`src/rtl/pwm_mixer_n.sv`:
```
// pwm_mixer_n: CHANNELS independent quadrature-encoder channels. Each channel
// debounces its raw A/B pins, decodes quadrature steps into a WIDTH-bit level
// (saturating or wrapping), and drives a glitch-free PWM. A host can preset any
// level, and a registered readout mux exposes one channel at a time.
//
// Ports:
//   clk, reset          - system clock, asynchronous active-high reset
//   enc_a, enc_b        - raw encoder inputs, bit i = channel i
//   enc_sel             - readout channel select
//   load_valid          - preset write strobe
//   load_chan           - preset target channel
//   load_value          - preset level
//   enc_val             - registered level of the selected channel
//   debounce_a/_b       - registered debounced A/B of the selected channel
//   pwm_out             - registered PWM outputs, bit i = channel i
//
// Handshake: load_valid is a single-cycle strobe with no ready. The core always
// accepts; a write takes effect on the edge where load_valid is sampled high,
// and is dropped silently when load_chan does not name an existing channel.
module pwm_mixer_n #(
  parameter int CHANNELS = 3,
  parameter int WIDTH    = 8,
  parameter int HIST_LEN = 8,
  parameter int SATURATE = 1,
  parameter int SEL_W    = $clog2(CHANNELS)
) (
  input  logic                clk,
  input  logic                reset,
  input  logic [CHANNELS-1:0] enc_a,
  input  logic [CHANNELS-1:0] enc_b,
  input  logic [SEL_W-1:0]    enc_sel,
  input  logic                load_valid,
  input  logic [SEL_W-1:0]    load_chan,
  input  logic [WIDTH-1:0]    load_value,
  output logic [WIDTH-1:0]    enc_val,
  output logic                debounce_a,
  output logic                debounce_b,
  output logic [CHANNELS-1:0] pwm_out
);

  localparam logic [WIDTH-1:0] LVL_MAX = '1;

  logic [CHANNELS-1:0][HIST_LEN-1:0] hist_a_q, hist_a_d, hist_b_q, hist_b_d;
  logic [CHANNELS-1:0]               deb_a_q, deb_a_d, deb_b_q, deb_b_d;
  logic [CHANNELS-1:0][1:0]          prev_ab_q, prev_ab_d;
  logic [CHANNELS-1:0]               step_inc, step_dec;
  logic [CHANNELS-1:0][WIDTH-1:0]    level_q, level_d, active_q, active_d;
  logic [WIDTH-1:0]                  cnt_q, cnt_d;
  logic [CHANNELS-1:0]               pwm_q, pwm_d;
  logic [WIDTH-1:0]                  enc_val_q, enc_val_d;
  logic                              dbg_a_q, dbg_a_d, dbg_b_q, dbg_b_d;

  // Per-channel datapath: debounce, decode, level update, PWM compare.
  always_comb begin
    hist_a_d  = hist_a_q;
    hist_b_d  = hist_b_q;
    deb_a_d   = deb_a_q;
    deb_b_d   = deb_b_q;
    prev_ab_d = prev_ab_q;
    step_inc  = '0;
    step_dec  = '0;
    level_d   = level_q;
    active_d  = active_q;
    pwm_d     = '0;
    cnt_d     = cnt_q + WIDTH'(1);
    for (int i = 0; i < CHANNELS; i++) begin
      hist_a_d[i] = {hist_a_q[i][HIST_LEN-2:0], enc_a[i]};
      hist_b_d[i] = {hist_b_q[i][HIST_LEN-2:0], enc_b[i]};
      // Debounced bit follows only a unanimous history; mixed history holds.
      if (&hist_a_q[i])       deb_a_d[i] = 1'b1;
      else if (~|hist_a_q[i]) deb_a_d[i] = 1'b0;
      if (&hist_b_q[i])       deb_b_d[i] = 1'b1;
      else if (~|hist_b_q[i]) deb_b_d[i] = 1'b0;

      prev_ab_d[i] = {deb_a_q[i], deb_b_q[i]};
      // Only the two single-bit transitions out of 00 and 11 count; every
      // other change (including double-bit jumps) is ignored.
      step_inc[i] = (prev_ab_q[i] == 2'b00 && {deb_a_q[i], deb_b_q[i]} == 2'b10) ||
                    (prev_ab_q[i] == 2'b11 && {deb_a_q[i], deb_b_q[i]} == 2'b01);
      step_dec[i] = (prev_ab_q[i] == 2'b00 && {deb_a_q[i], deb_b_q[i]} == 2'b01) ||
                    (prev_ab_q[i] == 2'b11 && {deb_a_q[i], deb_b_q[i]} == 2'b10);

      if (step_inc[i]) begin
        if (!(SATURATE != 0 && level_q[i] == LVL_MAX)) level_d[i] = level_q[i] + WIDTH'(1);
      end else if (step_dec[i]) begin
        if (!(SATURATE != 0 && level_q[i] == '0)) level_d[i] = level_q[i] - WIDTH'(1);
      end
      // A preset overrides a coincident step on the same channel.
      if (load_valid && int'(load_chan) == i) level_d[i] = load_value;

      // Duty is sampled only at the period boundary; the compare uses the
      // value being latched so the whole period sees one duty.
      if (cnt_q == '0) active_d[i] = level_q[i];
      pwm_d[i] = (cnt_q < active_d[i]);
    end
  end

  // Readout mux: out-of-range selects read as zero.
  always_comb begin
    enc_val_d = '0;
    dbg_a_d   = 1'b0;
    dbg_b_d   = 1'b0;
    if (int'(enc_sel) < CHANNELS) begin
      enc_val_d = level_q[enc_sel];
      dbg_a_d   = deb_a_q[enc_sel];
      dbg_b_d   = deb_b_q[enc_sel];
    end
  end

  always_ff @(posedge clk or posedge reset) begin
    if (reset) begin
      hist_a_q  <= '0;
      hist_b_q  <= '0;
      deb_a_q   <= '0;
      deb_b_q   <= '0;
      prev_ab_q <= '0;
      level_q   <= '0;
      active_q  <= '0;
      cnt_q     <= '0;
      pwm_q     <= '0;
      enc_val_q <= '0;
      dbg_a_q   <= 1'b0;
      dbg_b_q   <= 1'b0;
    end else begin
      hist_a_q  <= hist_a_d;
      hist_b_q  <= hist_b_d;
      deb_a_q   <= deb_a_d;
      deb_b_q   <= deb_b_d;
      prev_ab_q <= prev_ab_d;
      level_q   <= level_d;
      active_q  <= active_d;
      cnt_q     <= cnt_d;
      pwm_q     <= pwm_d;
      enc_val_q <= enc_val_d;
      dbg_a_q   <= dbg_a_d;
      dbg_b_q   <= dbg_b_d;
    end
  end

  assign enc_val    = enc_val_q;
  assign debounce_a = dbg_a_q;
  assign debounce_b = dbg_b_q;
  assign pwm_out    = pwm_q;

endmodule
```
`config.mk`:
```
export PLATFORM = sky130hd
export DESIGN_NAME = pwm_mixer_n
export DESIGN_NICKNAME = d
export VERILOG_FILES = /design/src/rtl/pwm_mixer_n.sv
export SDC_FILE = /design/constraint.sdc
export NUM_CORES = 1
export LEC_CHECK = 0
export CORE_AREA = 2 2 118 120
export DETAILED_ROUTE_END_ITERATION = 6
export DIE_AREA = 0 0 120 122
export GPL_TIMING_DRIVEN = 0
export HOLD_SLACK_MARGIN = 0.12
export PLACE_DENSITY_LB_ADDON = 0.08
export SLEW_MARGIN = 10
export SYNTH_ARGS = -nofsm -noshare
export SYNTH_HDL_FRONTEND = slang
export SYNTH_SLANG_ARGS = --single-unit
```
`constraint.sdc`:
```
create_clock -name clk -period 5.25 [get_ports clk]
set_input_delay 1.575 -clock clk [delete_from_list [all_inputs] [get_ports clk]]
set_output_delay 1.575 -clock clk [all_outputs]
set_load 0.005 [all_outputs]
```
# After elaboration in Yosys (flattened, before gate mapping)
# Index checks and enable logic that the tools add are counted.
[word_totals] register_bits=129 word_cells=150 output_inout_bits=13 inputBits=21
[classes] reduce_logical=47 n_eq_ne=26 order_cmp=5 n_addsub=7 mux=39
[ops] operator="8-bit two-way mux" count=20
[ops] operator="8-bit AND reduction" count=6
[ops] operator="8-bit OR reduction" count=6
[ops] operator="8-bit by 1-bit adder with 8-bit output (second input constant)" count=4
[ops] operator="8-bit logical NOT" count=4
[ops] operator="8-bit == test (second input constant)" count=3
[ops] operator="8-bit < comparator" count=3
[ops] operator="8-bit by 1-bit subtractor with 8-bit output (second input constant)" count=3
[ops] operator="3-bit by 2-bit != test with 1-bit output (second input constant)" count=6
[ops] operator="8-bit binary-select mux with 2-bit select" count=1
[ops] operator="2-bit == test (second input constant)" count=8
[ops] operator="1-bit two-way mux" count=16
[ops] operator="1-bit logical AND" count=15
[ops] operator="2-bit != test (second input constant)" count=6
[ops] operator="3-bit AND reduction" count=3
[ops] operator="3-bit nonzero test" count=3
[ops] operator="2-bit logical NOT" count=4
[ops] operator="2-bit by 1-bit == test with 1-bit output (second input constant)" count=3
[ops] operator="1-bit logical OR" count=6
[ops] operator="1-bit binary-select mux with 2-bit select" count=2
[ops] operator="2-bit by 3-bit < comparator with 1-bit output (second input constant)" count=1
[ops] operator="2-bit < comparator (second input constant)" count=1

# Longest topological paths before layout
[depth] depth_word=6 mapped_depth=11 depth_no_buf=10

# Worst setup path after synthesis
# OpenSTA, ideal clock, no wires.
[synth_timing] path_kind="in2reg" startpoint="input port load_chan[1]" endpoint="register level_q[7] (netlist bit)" required_ns=5.132 n_path_buf=0 arrival_ns=2.425 cell_stages=3 setup_ns=0.118 setup_slack_ns=2.707 path_cell_list="nor3b_1 -> a311oi_1 -> a21o_1"
[synth_between] elab_chain_cells=4 elab_cells_between_ends=7 classes_between="eq/ne (2); mux (1); reduce/logical (4)"
[synth_rtl] item="start: declaration" line_no="33" text="input logic [SEL_W-1:0] load_chan,"
[synth_rtl] item="2-bit logical NOT (*)" line_no="89" text="if (load_valid && int'(load_chan) == i) level_d[i] = load_value;"
[synth_rtl] item="1-bit logical AND (*)" line_no="89"
[synth_rtl] item="3-bit by 2-bit != test with 1-bit output (no source line) / 3-bit nonzero test (equally long branches)"
[synth_rtl] item="3-bit AND reduction (no source line)"
[synth_rtl] item="end signal: assignment" line_no="130" text="level_q <= level_d;"
[synth_rtl] item="end: declaration" line_no="47" text="logic [CHANNELS-1:0][WIDTH-1:0] level_q, level_d, active_q, active_d;"
# Mark *: on every way between the ends. The rest lies on a longest branch, timed or not.
# A chain may end at the register's enable or synchronous reset.

# Worst setup path in the final report
[layout_timing] startpoint="register cnt_q[1]" endpoint="register pwm_q[2] (netlist: pwm_out[2])"
[layout_between] elab_chain_cells=3
[layout_rtl] item="start: declaration" line_no="48" text="logic [WIDTH-1:0] cnt_q, cnt_d;"
[layout_rtl] item="start signal: assignment" line_no="132" text="cnt_q <= cnt_d;"
[layout_rtl] item="8-bit logical NOT" line_no="93" text="if (cnt_q == '0) active_d[i] = level_q[i];"
[layout_rtl] item="8-bit two-way mux" line_no="93"
[layout_rtl] item="8-bit < comparator (*)" line_no="94" text="pwm_d[i] = (cnt_q < active_d[i]);"
[layout_rtl] item="net pwm_d[2]" line_no="49" text="logic [CHANNELS-1:0] pwm_q, pwm_d;"
[layout_rtl] item="end signal: assignment" line_no="133" text="pwm_q <= pwm_d;"
[layout_rtl] item="end: declaration" line_no="49"
# Mark *: on every way through the listed nets, which the timed path passes. The rest lies on a longest branch.

==> out/summary.md <==
### Cells and area
* **ratio of cells with drive above 1 in the final layout** 0.103
* **final-stage net count** 645
* **layout overhead on the synthesized area** 20.0%
* **antenna cell count** 0

### Detailed routing
* **Routed Antenna Nets** 0
* **uppermost metal layer occupied by signal nets** met4
* **vias** 4,256
* **routed wire length** 13,300 µm
* **violation count after the first detailed-route iteration** 260
* **total length of routed met2 wires** 6230 µm
* **post-DR vias/cell** 5.38
* **post-DR wirelength/cell** 16.8 µm
* **total length of routed met3 wires** 595 µm
* **number of search-and-repair iterations in the first detailed-routing pass** 5
* **total DRC errors in the routed layout** 0
* **detailed-route wire length on metal 1** 6250 µm

### Setup path
* **CP max stage cell** sky130_fd_sc_hd__clkbuf_1
* **required time of the critical path** 5.59 ns
* **cell with the most instances on the worst path** sky130_fd_sc_hd__ha_1
* **largest delay contributor family on the critical path** compound AO/OA/AOI/OAI gates
* **category of the worst setup path capture point** flop
* **sum of buffers and inverters on the critical path** 2
* **delay of the slowest critical-path stage** 0.54 ns
* **series of cell instances along the critical path** inv_1 > ha_1 > nand3_1 > clkbuf_1 > mux2i_1 > ha_1 > o21a_1 > o21ai_0 > a21oi_1 > o2111ai_1 > o2bb2ai_1
* **crit path DAT** 3.31 ns
* **worst-path maximum fanout** 10
* **critical path class** flop to flop
* **sort of element at the start of the critical path** flop

### Synthesis
* **top-area cell type share of the netlist area** 0.542
* **register area share after synthesis** 0.542
* **Synth Flop Type** sky130_fd_sc_hd__dfrtp_1
* **most frequent cell after synthesis** sky130_fd_sc_hd__dfrtp_1
* **number of library cell types mapped by synthesis** 60
* **number of cells produced by synthesis** 545
* **Seq cells post-synth** 129
* **cell accounting for the most synthesized area** sky130_fd_sc_hd__dfrtp_1
* **net count of the mapped netlist** 592
* **proportion of synthesized flip-flops having asynchronous set or reset** 1.00
* **average cell area after synthesis** 10.9 µm²
* **Post-synth EDFFs** 0
* **count of warnings emitted by yosys** 0
* **synth cell count leaders** sky130_fd_sc_hd__dfrtp_1, sky130_fd_sc_hd__nand2_1, sky130_fd_sc_hd__nor2_1
* **cell types with the largest area share after synthesis** sky130_fd_sc_hd__dfrtp_1, sky130_fd_sc_hd__ha_1, sky130_fd_sc_hd__mux2i_1
* **netlist area before placement** 5950 µm²

### Clocking
* **CTS sink cnt** 129
* **clock transition at the register clock pins on the worst setup and hold paths after CTS** 0.06 ns
* **TritonCTS clock tree** yes
* **clock tree buffer depth** 2
* **post-CTS setup buffer count** 0
* **Resized Gates After CTS** 0
* **number of H-tree branching levels** 4
* **number of hold-repair buffers added at the cts stage** 0
* **clock root cell** sky130_fd_sc_hd__clkbuf_16
* **clock latency on the worst-skew pair** 0.43 ns
* **number of buffers created by CTS** 17

### Run status
* **run status** complete, no violations

### STA
* **setup violation total in the final timing report** 0
* **max_slew headroom** 0.485
* **Fin. Hold Viols** 0
* **Final Max Slew Viols** 0
* **Worst Max-Slew Pin Slew** 0.772 ns
* **clock skew after layout** 0.00773 ns
* **Worst Hold Slack** 0.367 ns
* **crit path time final** 2.98 ns
* **final worst setup slack** 2.27 ns
* **RSZ-0062 raised after global routing** false
* **sum of negative setup slack** 0 ns
* **Max Clock Freq** 336 MHz
* **Final Cycle Share** 0.567

### Placement
* **Placer Congestion** 0.852
* **HPWL after DPL** 9450 µm
* **count of input and output buffers** 33
* **DP Worst Slack** 1.84 ns

### Floorplan
* **placement row count** 43
* **IO Count** 34
* **core area** 13,500 µm²
* **y dimension of the die** 122 µm
* **horizontal die dimension** 120 µm
* **initial standard-cell utilization of the core** 0.441
* **DIE AREA** 14,600 µm²

### Power
* **Leakage Power** 3.01 nW
* **sequential cell fraction of total power** 0.425
* **Int Pwr** 1.95 mW
* **switching power** 0.702 mW
* **P per Cell Area** 371 nW/µm²
* **Peak VDD IR** 212 µV
* **Switching Share** 0.265
* **Comb pwr share** 0.130
* **clock share of power** 0.445

### Global routing
* **global-route wire length before repair** 21,700 µm
* **vias in the first global route** 4,217
* **largest net degree at the start of global routing** 78
* **antenna violations before repair** 0
* **Tot GR Track Use** 0.197
* **total overflow reported by the global router** 0

### Hold path
* **kind of path behind the tightest hold check** flop to flop

### Run
* **max cap viols** 0

## metal layers
metal / vias up / GRT usage
li1: 2060 / -
met1: 2088 / 0.259
met2: 95 / 0.313
met3: 13 / 0.0543
met4: 0 / 0.0728
met5: - / 0
## sequential cells by signal (all words and copies together) (netlist names)
| register | count |
|---|---|
| hist_a_d | 21 |
| level_q | 24 |
| pwm_out | 3 |
| deb_a_q | 3 |
| deb_b_q | 3 |
| debounce_b | 1 |
| hist_b_d | 21 |
| cnt_q | 8 |
| enc_val | 8 |
| debounce_a | 1 |
| hist_b_q | 3 |
| hist_a_q | 3 |
| active_q | 24 |
| prev_ab_q | 6 |
## logic make-up after synthesis
family | Yosys count | share of synthesized area
AO/OA/AOI/OAI | 99 | 0.105
XOR/XNOR | 25 | 0.0368
adder cells (fa/ha/maj) | 26 | 0.0547
buffers and inverters | 52 | 0.0360
flip-flops | 129 | 0.542
multiplexers | 43 | 0.0746
AND/OR/NAND/NOR | 171 | 0.151
## cell type report
cell class,instances,area [µm²]
sequential,129,3230
tap,180,225
fill,1175,6360
multi-input combinational,364,2510
buffer,26,116
timing repair buffer,34,358
clock buffer,21,470
inverter,26,103
clock inverter,11,128
## cell usage in the layout, fill, tap and decap left out, drive strengths merged, types with 4 or more instances in the layout
master / n
clkbuf: 37
nand2: 38
nor4: 5
nand3: 23
ha: 26
o21ai: 36
a21oi: 23
xnor2: 11
mux2i: 32
buf: 11
xor2: 14
nor2: 38
clkinv: 4
mux2: 11
nor3: 15
dfrtp: 129
a31oi: 9
or3: 4
clkdlybuf4s50: 33
nand4: 12
o41ai: 6
a21o: 5
or4: 8
nor3b: 4
inv: 28
nor4b: 4
## worst paths after layout
check,from,to,slack (ns),depth (start not counted)
setup / recovery,cnt_q[1],pwm_out[2],2.27,11
hold / removal,hist_b_d[5],hist_b_d[6],0.37,0
setup reg to reg,cnt_q[1],pwm_out[2],2.27,11
hold reg to reg,hist_b_d[5],hist_b_d[6],0.37,0
max in group asynchronous,reset,cnt_q[7],2.96,3
min in group asynchronous,reset,hist_b_d[7],1.56,2
## stage by stage
step           std cells  utilization  cell area, µm²  power (mW)
3_5_place_dp         759        0.484            6540        1.49
2_1_floorplan        545            -            5950        1.35
5_1_grt              791        0.529            7140        2.77
4_1_cts              791        0.528            7140        2.68
3_3_place_gp         758        0.482            6510        1.48
6_report             791        0.529            7140        2.65
## power groups by stage
stage / logic (mW) / clock network, mW / registers, mW
6_report: 0.346 / 1.18 / 1.13
5_1_grt: 0.386 / 1.25 / 1.14
4_1_cts: 0.348 / 1.20 / 1.13
3_5_place_dp: 0.347 / 0 / 1.14
3_3_place_gp: 0.336 / 0 / 1.14
2_1_floorplan: 0.227 / 0 / 1.13
No activity file was read; power rests on OpenSTA's default activity.
